File: src/rtl/resample_pkg.sv
// Shared resample definitions: rate bit positions, rate class encoding and
// detector state type, used by the rate detector and the resample pipeline.
package resample_pkg;

    localparam int RATE_32      = 0;
    localparam int RATE_441     = 1;
    localparam int RATE_48      = 2;
    localparam int RATE_96      = 3;
    localparam int RATE_192     = 4;
    localparam int NUM_RATE_CLS = 5;

    typedef enum logic [2:0] {
        CLS_32   = 3'd0,
        CLS_441  = 3'd1,
        CLS_48   = 3'd2,
        CLS_96   = 3'd3,
        CLS_192  = 3'd4,
        CLS_NONE = 3'd7
    } rate_cls_t;

    typedef enum logic {
        IDLE_COUNT = 1'b0,
        EVAL       = 1'b1
    } detect_state_t;

    function automatic logic [NUM_RATE_CLS-1:0] cls_to_onehot(input rate_cls_t cls);
        logic [NUM_RATE_CLS-1:0] oh;
        oh = '0;
        case (cls)
            CLS_32:  oh[RATE_32]  = 1'b1;
            CLS_441: oh[RATE_441] = 1'b1;
            CLS_48:  oh[RATE_48]  = 1'b1;
            CLS_96:  oh[RATE_96]  = 1'b1;
            CLS_192: oh[RATE_192] = 1'b1;
            default: oh = '0;
        endcase
        return oh;
    endfunction

endpackage

File: src/rtl/resample_rate_classify.sv
// Combinational mapping from a per-window strobe count to a rate class.
module resample_rate_classify
    import resample_pkg::*;
#(
    parameter int CNT_W  = 10,
    parameter int TH_MIN = 20,
    parameter int TH_441 = 50,
    parameter int TH_48  = 61,
    parameter int TH_96  = 96,
    parameter int TH_192 = 192,
    parameter int TH_MAX = 320
) (
    input  logic [CNT_W-1:0] count,
    output rate_cls_t        cls
);

    logic [31:0] cnt_ext;

    assign cnt_ext = 32'(count);

    // Thresholds are compared at 32 bits so TH_MAX may exceed the counter range.
    always_comb begin
        if (cnt_ext < 32'(TH_MIN) || cnt_ext >= 32'(TH_MAX)) begin
            cls = CLS_NONE;
        end else if (cnt_ext >= 32'(TH_192)) begin
            cls = CLS_192;
        end else if (cnt_ext >= 32'(TH_96)) begin
            cls = CLS_96;
        end else if (cnt_ext >= 32'(TH_48)) begin
            cls = CLS_48;
        end else if (cnt_ext >= 32'(TH_441)) begin
            cls = CLS_441;
        end else begin
            cls = CLS_32;
        end
    end

endmodule

File: src/rtl/resample_rate_detector.sv
// Per-channel sample rate detector: counts strobes per window, classifies each
// channel in a serial walk and drives one-hot rate, lock and change outputs.
module resample_rate_detector
    import resample_pkg::*;
#(
    parameter int NUM_CH       = 8,
    parameter int NUM_CH_LOG2  = 3,
    parameter int NUM_RATE     = 5,
    parameter int WINDOW_LOG2  = 16,
    parameter int CNT_W        = 10,
    parameter int TH_MIN       = 20,
    parameter int TH_441       = 50,
    parameter int TH_48        = 61,
    parameter int TH_96        = 96,
    parameter int TH_192       = 192,
    parameter int TH_MAX       = 320,
    parameter int LOCK_WINDOWS = 2
) (
    input  logic                       clk,
    input  logic                       rst,
    input  logic [NUM_CH-1:0]          ack_i,
    output logic [NUM_RATE*NUM_CH-1:0] rate_o,
    output logic [NUM_CH-1:0]          locked_o,
    output logic [NUM_CH-1:0]          change_o
);

    localparam int                     STB_W    = $clog2(LOCK_WINDOWS + 1);
    localparam logic [STB_W-1:0]       STB_LOCK = STB_W'(LOCK_WINDOWS);
    localparam logic [CNT_W-1:0]       CNT_MAX  = '1;
    localparam logic [NUM_CH_LOG2-1:0] LAST_CH  = NUM_CH_LOG2'(NUM_CH - 1);

    logic [WINDOW_LOG2-1:0] win_cnt;
    logic                   terminal;

    logic [CNT_W-1:0] live     [NUM_CH];
    logic [CNT_W-1:0] live_nxt [NUM_CH];
    logic [CNT_W-1:0] snap     [NUM_CH];

    detect_state_t          state;
    logic [NUM_CH_LOG2-1:0] ch_idx;

    rate_cls_t        pending [NUM_CH];
    logic [STB_W-1:0] stable  [NUM_CH];

    rate_cls_t         cls;
    logic [NUM_RATE-1:0] cls_onehot;
    logic [NUM_RATE-1:0] cur_rate;
    logic [NUM_RATE-1:0] new_rate;
    logic                cur_locked;
    logic                new_locked;
    rate_cls_t           cur_pending;
    rate_cls_t           new_pending;
    logic [STB_W-1:0]    cur_stable;
    logic [STB_W-1:0]    new_stable;

    assign terminal = &win_cnt;

    always_comb begin
        for (int ch = 0; ch < NUM_CH; ch++) begin
            live_nxt[ch] = (ack_i[ch] && live[ch] != CNT_MAX) ? live[ch] + 1'b1 : live[ch];
        end
    end

    // The terminal cycle's strobe lands in the snapshot while the live counter restarts at zero.
    always_ff @(posedge clk) begin
        if (rst) begin
            win_cnt <= '0;
            for (int ch = 0; ch < NUM_CH; ch++) begin
                live[ch] <= '0;
                snap[ch] <= '0;
            end
        end else begin
            win_cnt <= win_cnt + 1'b1;
            for (int ch = 0; ch < NUM_CH; ch++) begin
                if (terminal) begin
                    snap[ch] <= live_nxt[ch];
                    live[ch] <= '0;
                end else begin
                    live[ch] <= live_nxt[ch];
                end
            end
        end
    end

    resample_rate_classify #(
        .CNT_W  (CNT_W),
        .TH_MIN (TH_MIN),
        .TH_441 (TH_441),
        .TH_48  (TH_48),
        .TH_96  (TH_96),
        .TH_192 (TH_192),
        .TH_MAX (TH_MAX)
    ) u_classify (
        .count (snap[ch_idx]),
        .cls   (cls)
    );

    assign cls_onehot = cls_to_onehot(cls);

    always_comb begin
        cur_rate    = rate_o[ch_idx*NUM_RATE +: NUM_RATE];
        cur_locked  = locked_o[ch_idx];
        cur_pending = pending[ch_idx];
        cur_stable  = stable[ch_idx];
        new_rate    = cur_rate;
        new_locked  = cur_locked;
        new_pending = cur_pending;
        new_stable  = cur_stable;
        if (cls == CLS_NONE) begin
            new_pending = CLS_NONE;
            new_stable  = '0;
            new_locked  = 1'b0;
            new_rate    = '0;
        end else if (cls != cur_pending) begin
            // A new candidate mutes the channel unless it already matches the output.
            new_pending = cls;
            new_stable  = STB_W'(1);
            if (cls_onehot != cur_rate) begin
                new_locked = 1'b0;
                new_rate   = '0;
            end
        end else if (!cur_locked) begin
            if (cur_stable < STB_LOCK) begin
                new_stable = cur_stable + 1'b1;
            end
            if (new_stable == STB_LOCK) begin
                new_locked = 1'b1;
                new_rate   = cls_onehot;
            end
        end
    end

    always_ff @(posedge clk) begin
        if (rst) begin
            state    <= IDLE_COUNT;
            ch_idx   <= '0;
            rate_o   <= '0;
            locked_o <= '0;
            change_o <= '0;
            for (int ch = 0; ch < NUM_CH; ch++) begin
                pending[ch] <= CLS_32;
                stable[ch]  <= '0;
            end
        end else begin
            change_o <= '0;
            case (state)
                IDLE_COUNT: begin
                    if (terminal) begin
                        state  <= EVAL;
                        ch_idx <= '0;
                    end
                end
                EVAL: begin
                    pending[ch_idx]                       <= new_pending;
                    stable[ch_idx]                        <= new_stable;
                    locked_o[ch_idx]                      <= new_locked;
                    rate_o[ch_idx*NUM_RATE +: NUM_RATE]   <= new_rate;
                    change_o[ch_idx]                      <= (new_rate != cur_rate);
                    if (ch_idx == LAST_CH) begin
                        state  <= IDLE_COUNT;
                        ch_idx <= '0;
                    end else begin
                        ch_idx <= ch_idx + 1'b1;
                    end
                end
                default: begin
                    state  <= IDLE_COUNT;
                    ch_idx <= '0;
                end
            endcase
        end
    end

endmodule

File: config.mk
export PLATFORM = sky130hd
export DESIGN_NAME = resample_rate_detector
export DESIGN_NICKNAME = d
export VERILOG_FILES = /design/src/rtl/resample_pkg.sv /design/src/rtl/resample_rate_classify.sv /design/src/rtl/resample_rate_detector.sv
export SDC_FILE = /design/constraint.sdc
export NUM_CORES = 1
export LEC_CHECK = 0
export CAP_MARGIN = 5
export CORE_MARGIN = 1
export CORE_UTILIZATION = 50
export DETAILED_ROUTE_END_ITERATION = 12
export PLACE_DENSITY = 0.75
export SYNTH_ARGS = -nofsm -noshare
export SYNTH_HDL_FRONTEND = slang
export SYNTH_SLANG_ARGS = --single-unit
File: constraint.sdc
create_clock -name clk -period 8.46 [get_ports clk]
set_input_delay 0.846 -clock clk [delete_from_list [all_inputs] [get_ports clk]]
set_output_delay 0.846 -clock clk [all_outputs]
set_load 0.05 [all_outputs]
==> results.ini <==
[run_status]
outcome = finished clean

[logic_synthesis]
synth_edf_count = 200
synth_top_cell_by_area = edfxtp_1
syn_area_per_cell_sq_um = 11.15
netlist.area_leader.share = 0.4403
synth.area.top_cells = edfxtp_1, dfxtp_1, nor2_1, mux4_2, xnor2_1
ys_ff_latch = 279
syn_area_sq_mm = 0.01364
synth_cell_type_count = 75
ys_seq_area_frac = 0.5563
postSynthCellCount = 1223
synth-async-reset-ratio = 0
ys.flop_type = edfxtp_1
yosys_warnings = 0

[route]
vias = 9815
drt-wirelength-per-cell_microns = 18.00
detail-route-antenna-nets = 0
first_iter_violations = 980
drc = 0
finalWirelength_mm = 30.89
drt_pass1_iterations = 6
viasPerCell = 5.720

[sta]
slew_viol_final = 0
hold_violations = 0
finalWorstSetupSlack_ps = 3389
fmax_ghz = 0.1972
setup_tns_ps = 0
worstMarginPinSlew_ps = 1250
relSlewSlack = 0.1578
rsz0062_at_grt = false
setup_violations = 0
fin_crit_sh = 0.5994
layout_min_cycle_time_ps = 5071
finalClockSkew_ps = 18.45

[cells_and_area]
drive_gt1_frac = 0.08364
fin_area_sq_mm = 0.01577
final_nets = 1378
fin_util = 0.5867
regArea_sq_mm = 0.007589
n_antenna_cell = 0
synthToLayoutAreaGrowth_pct = 15.61
multi_input_area_sq_mm = 0.006012
mostFrequentLayoutCell = nor2_1
final_cells = 1716
fillers = 2154
final_cell_mix = nor2_1, edfxtp_1, nand2_1

[power_and_ir_drop]
ir_drop_v = 0.0001591
p_leak_nw = 5.487
power_density_mw_per_mm2 = 186.9

[critical_path]
cp-start-kind = flop
r2r_cells = 9
worstPathRequired_ps = 8930
cp_max_fo = 29
cp-end-kind = flop
arrival_ps = 5550
rrSetupSlack_ps = 3390
cp-endpoint = rate_o[0]$_SDFFE_PP0P_
regToRegEndpoint = rate_o[0]$_SDFFE_PP0P_
worstSetupPathType = reg2reg

[grt]
grtUsageTotal = 0.2257
grt_max_degree = 81
grt_overflow = 0
antenna_found_initial = 0
grt_pass1_vias = 9501
grt_pass1_wl_mm = 50.45

[floorplanning]
dieArea_sq_mm = 0.02794
core_sq_mm = 0.02688
start_util = 0.5075
die_x_microns = 167.2
die_h_microns = 167.2
io_pins = 66
row_count = 60

[clocking]
cts_max_level = 1
cts.sinks = 279
cts_tree = built
clk_path_buf_depth = 3
clk_latency_ps = 570
root_buffer = clkbuf_16
cts_repair_resize_count = 0
path_clk_slew_ps = 70
holdBufCountCts = 0
cts_made_buffers = 29
post_cts_buffers = 0

[place]
gp_congestion = 0.9300
dp_hpwl_mm = 21.64
io_buffers = 65
placed_area_sq_mm = 0.01484
place_ws_ps = 3434
dp_cells = 1662

[job]
maxCapViolCount = 0

[min_path]
hold_class = reg2reg

[registers in the layout (all words and copies together), names as in the netlist, named ones only]
signal,count
change_o,8
ch_idx,3
live,80
rate_o,40
state,1
snap,80
win_cnt,16
stable,16
pending,24
locked_o,8
[kinds of logic after synthesis]
family                   count (synthesis)  synth area share
AO/OA/AOI/OAI                          157           0.08201
XOR/XNOR                                87           0.05587
adder cells (fa/ha/maj)                 16           0.01468
buffers and inverters                   78           0.02504
flip-flops                             279            0.5563
multiplexers                            78           0.09045
other                                    1         0.0002749
AND/OR/NAND/NOR                        527            0.1754
[worst min-delay path by stage]
stage	startpoint	end	slack (ps)	cells after the start
4_1_cts	win_cnt[0]$_SDFF_PP0_	win_cnt[0]$_SDFF_PP0_	470	1
6_report	win_cnt[0]$_SDFF_PP0_	win_cnt[0]$_SDFF_PP0_	460	1
2_1_floorplan	win_cnt[0]$_SDFF_PP0_	win_cnt[0]$_SDFF_PP0_	430	1
5_1_grt	rate_o[8]$_SDFFE_PP0P_	rate_o[8]$_SDFFE_PP0P_	500	2
3_5_place_dp	win_cnt[0]$_SDFF_PP0_	win_cnt[0]$_SDFF_PP0_	450	1
3_3_place_gp	win_cnt[0]$_SDFF_PP0_	win_cnt[0]$_SDFF_PP0_	440	1
[stage by stage]
step	power [W]	hold WS, ps
after floorplan	0.001691	426.1
after global placement	0.001735	440.8
after detailed placement	0.001742	453.7
after CTS	0.002965	466.1
after global routing	0.003038	497.6
final	0.002948	464.1
[worst max-delay path, cell delays in order (launching register included)]
cell	delay, ps
dfxtp_2	930
mux4_2	610
mux2i_1	820
nand4_4	200
or4_4	560
a211oi_1	350
o2111ai_1	590
nor2_1	430
a21oi_1	180
o21ai_0	290
[where the power goes]
| group | total, W | leakage (nW) | switching [W] | internal [W] |
|---|---|---|---|---|
| clock | 0.00123 | 0.451 | 0.000535 | 0.000696 |
| sequential | 0.00155 | 2.69 | 0.0000327 | 0.00152 |
| combinational | 0.000165 | 2.35 | 0.000109 | 0.0000559 |
| total | 0.00295 | 5.49 | 0.000677 | 0.00227 |
[final cells by class]
cell class                      count  area share
Tap cell                          341     0.02706
Sequential cell                   279      0.4812
Multi-Input combinational cell    945      0.3813
Timing Repair Buffer               77     0.04666
Clock buffer                       43     0.05332
Clock inverter                     11    0.005713
Inverter                           20    0.004761
[metal layers]
metal	part of all wire	global-route usage	vias to the layer above
met4	0.021	0.04866	0
met5	0	0	-
li1	-	-	4666
met2	0.49	0.3846	309
met3	0.058	0.03403	51
met1	0.43	0.3065	4789
[Yosys cell counts, drive strengths merged (4+ instances only)]
cell	count
a211oi	10
a21o	4
a21oi	27
a22o	18
a311oi	5
a31oi	4
a32oi	5
and2	7
and3	20
and4	4
buf	19
clkbuf	39
dfxtp	79
edfxtp	200
ha	16
inv	18
mux2	6
mux2i	39
mux4	33
nand2	82
nand2b	4
nand3	42
nand3b	5
nand4	30
nor2	265
nor2b	5
nor3	34
nor4	4
o21a	7
o21ai	35
o22ai	10
or2	6
or3	13
xnor2	46
xor2	41
Power figures use the tool's default switching activity.
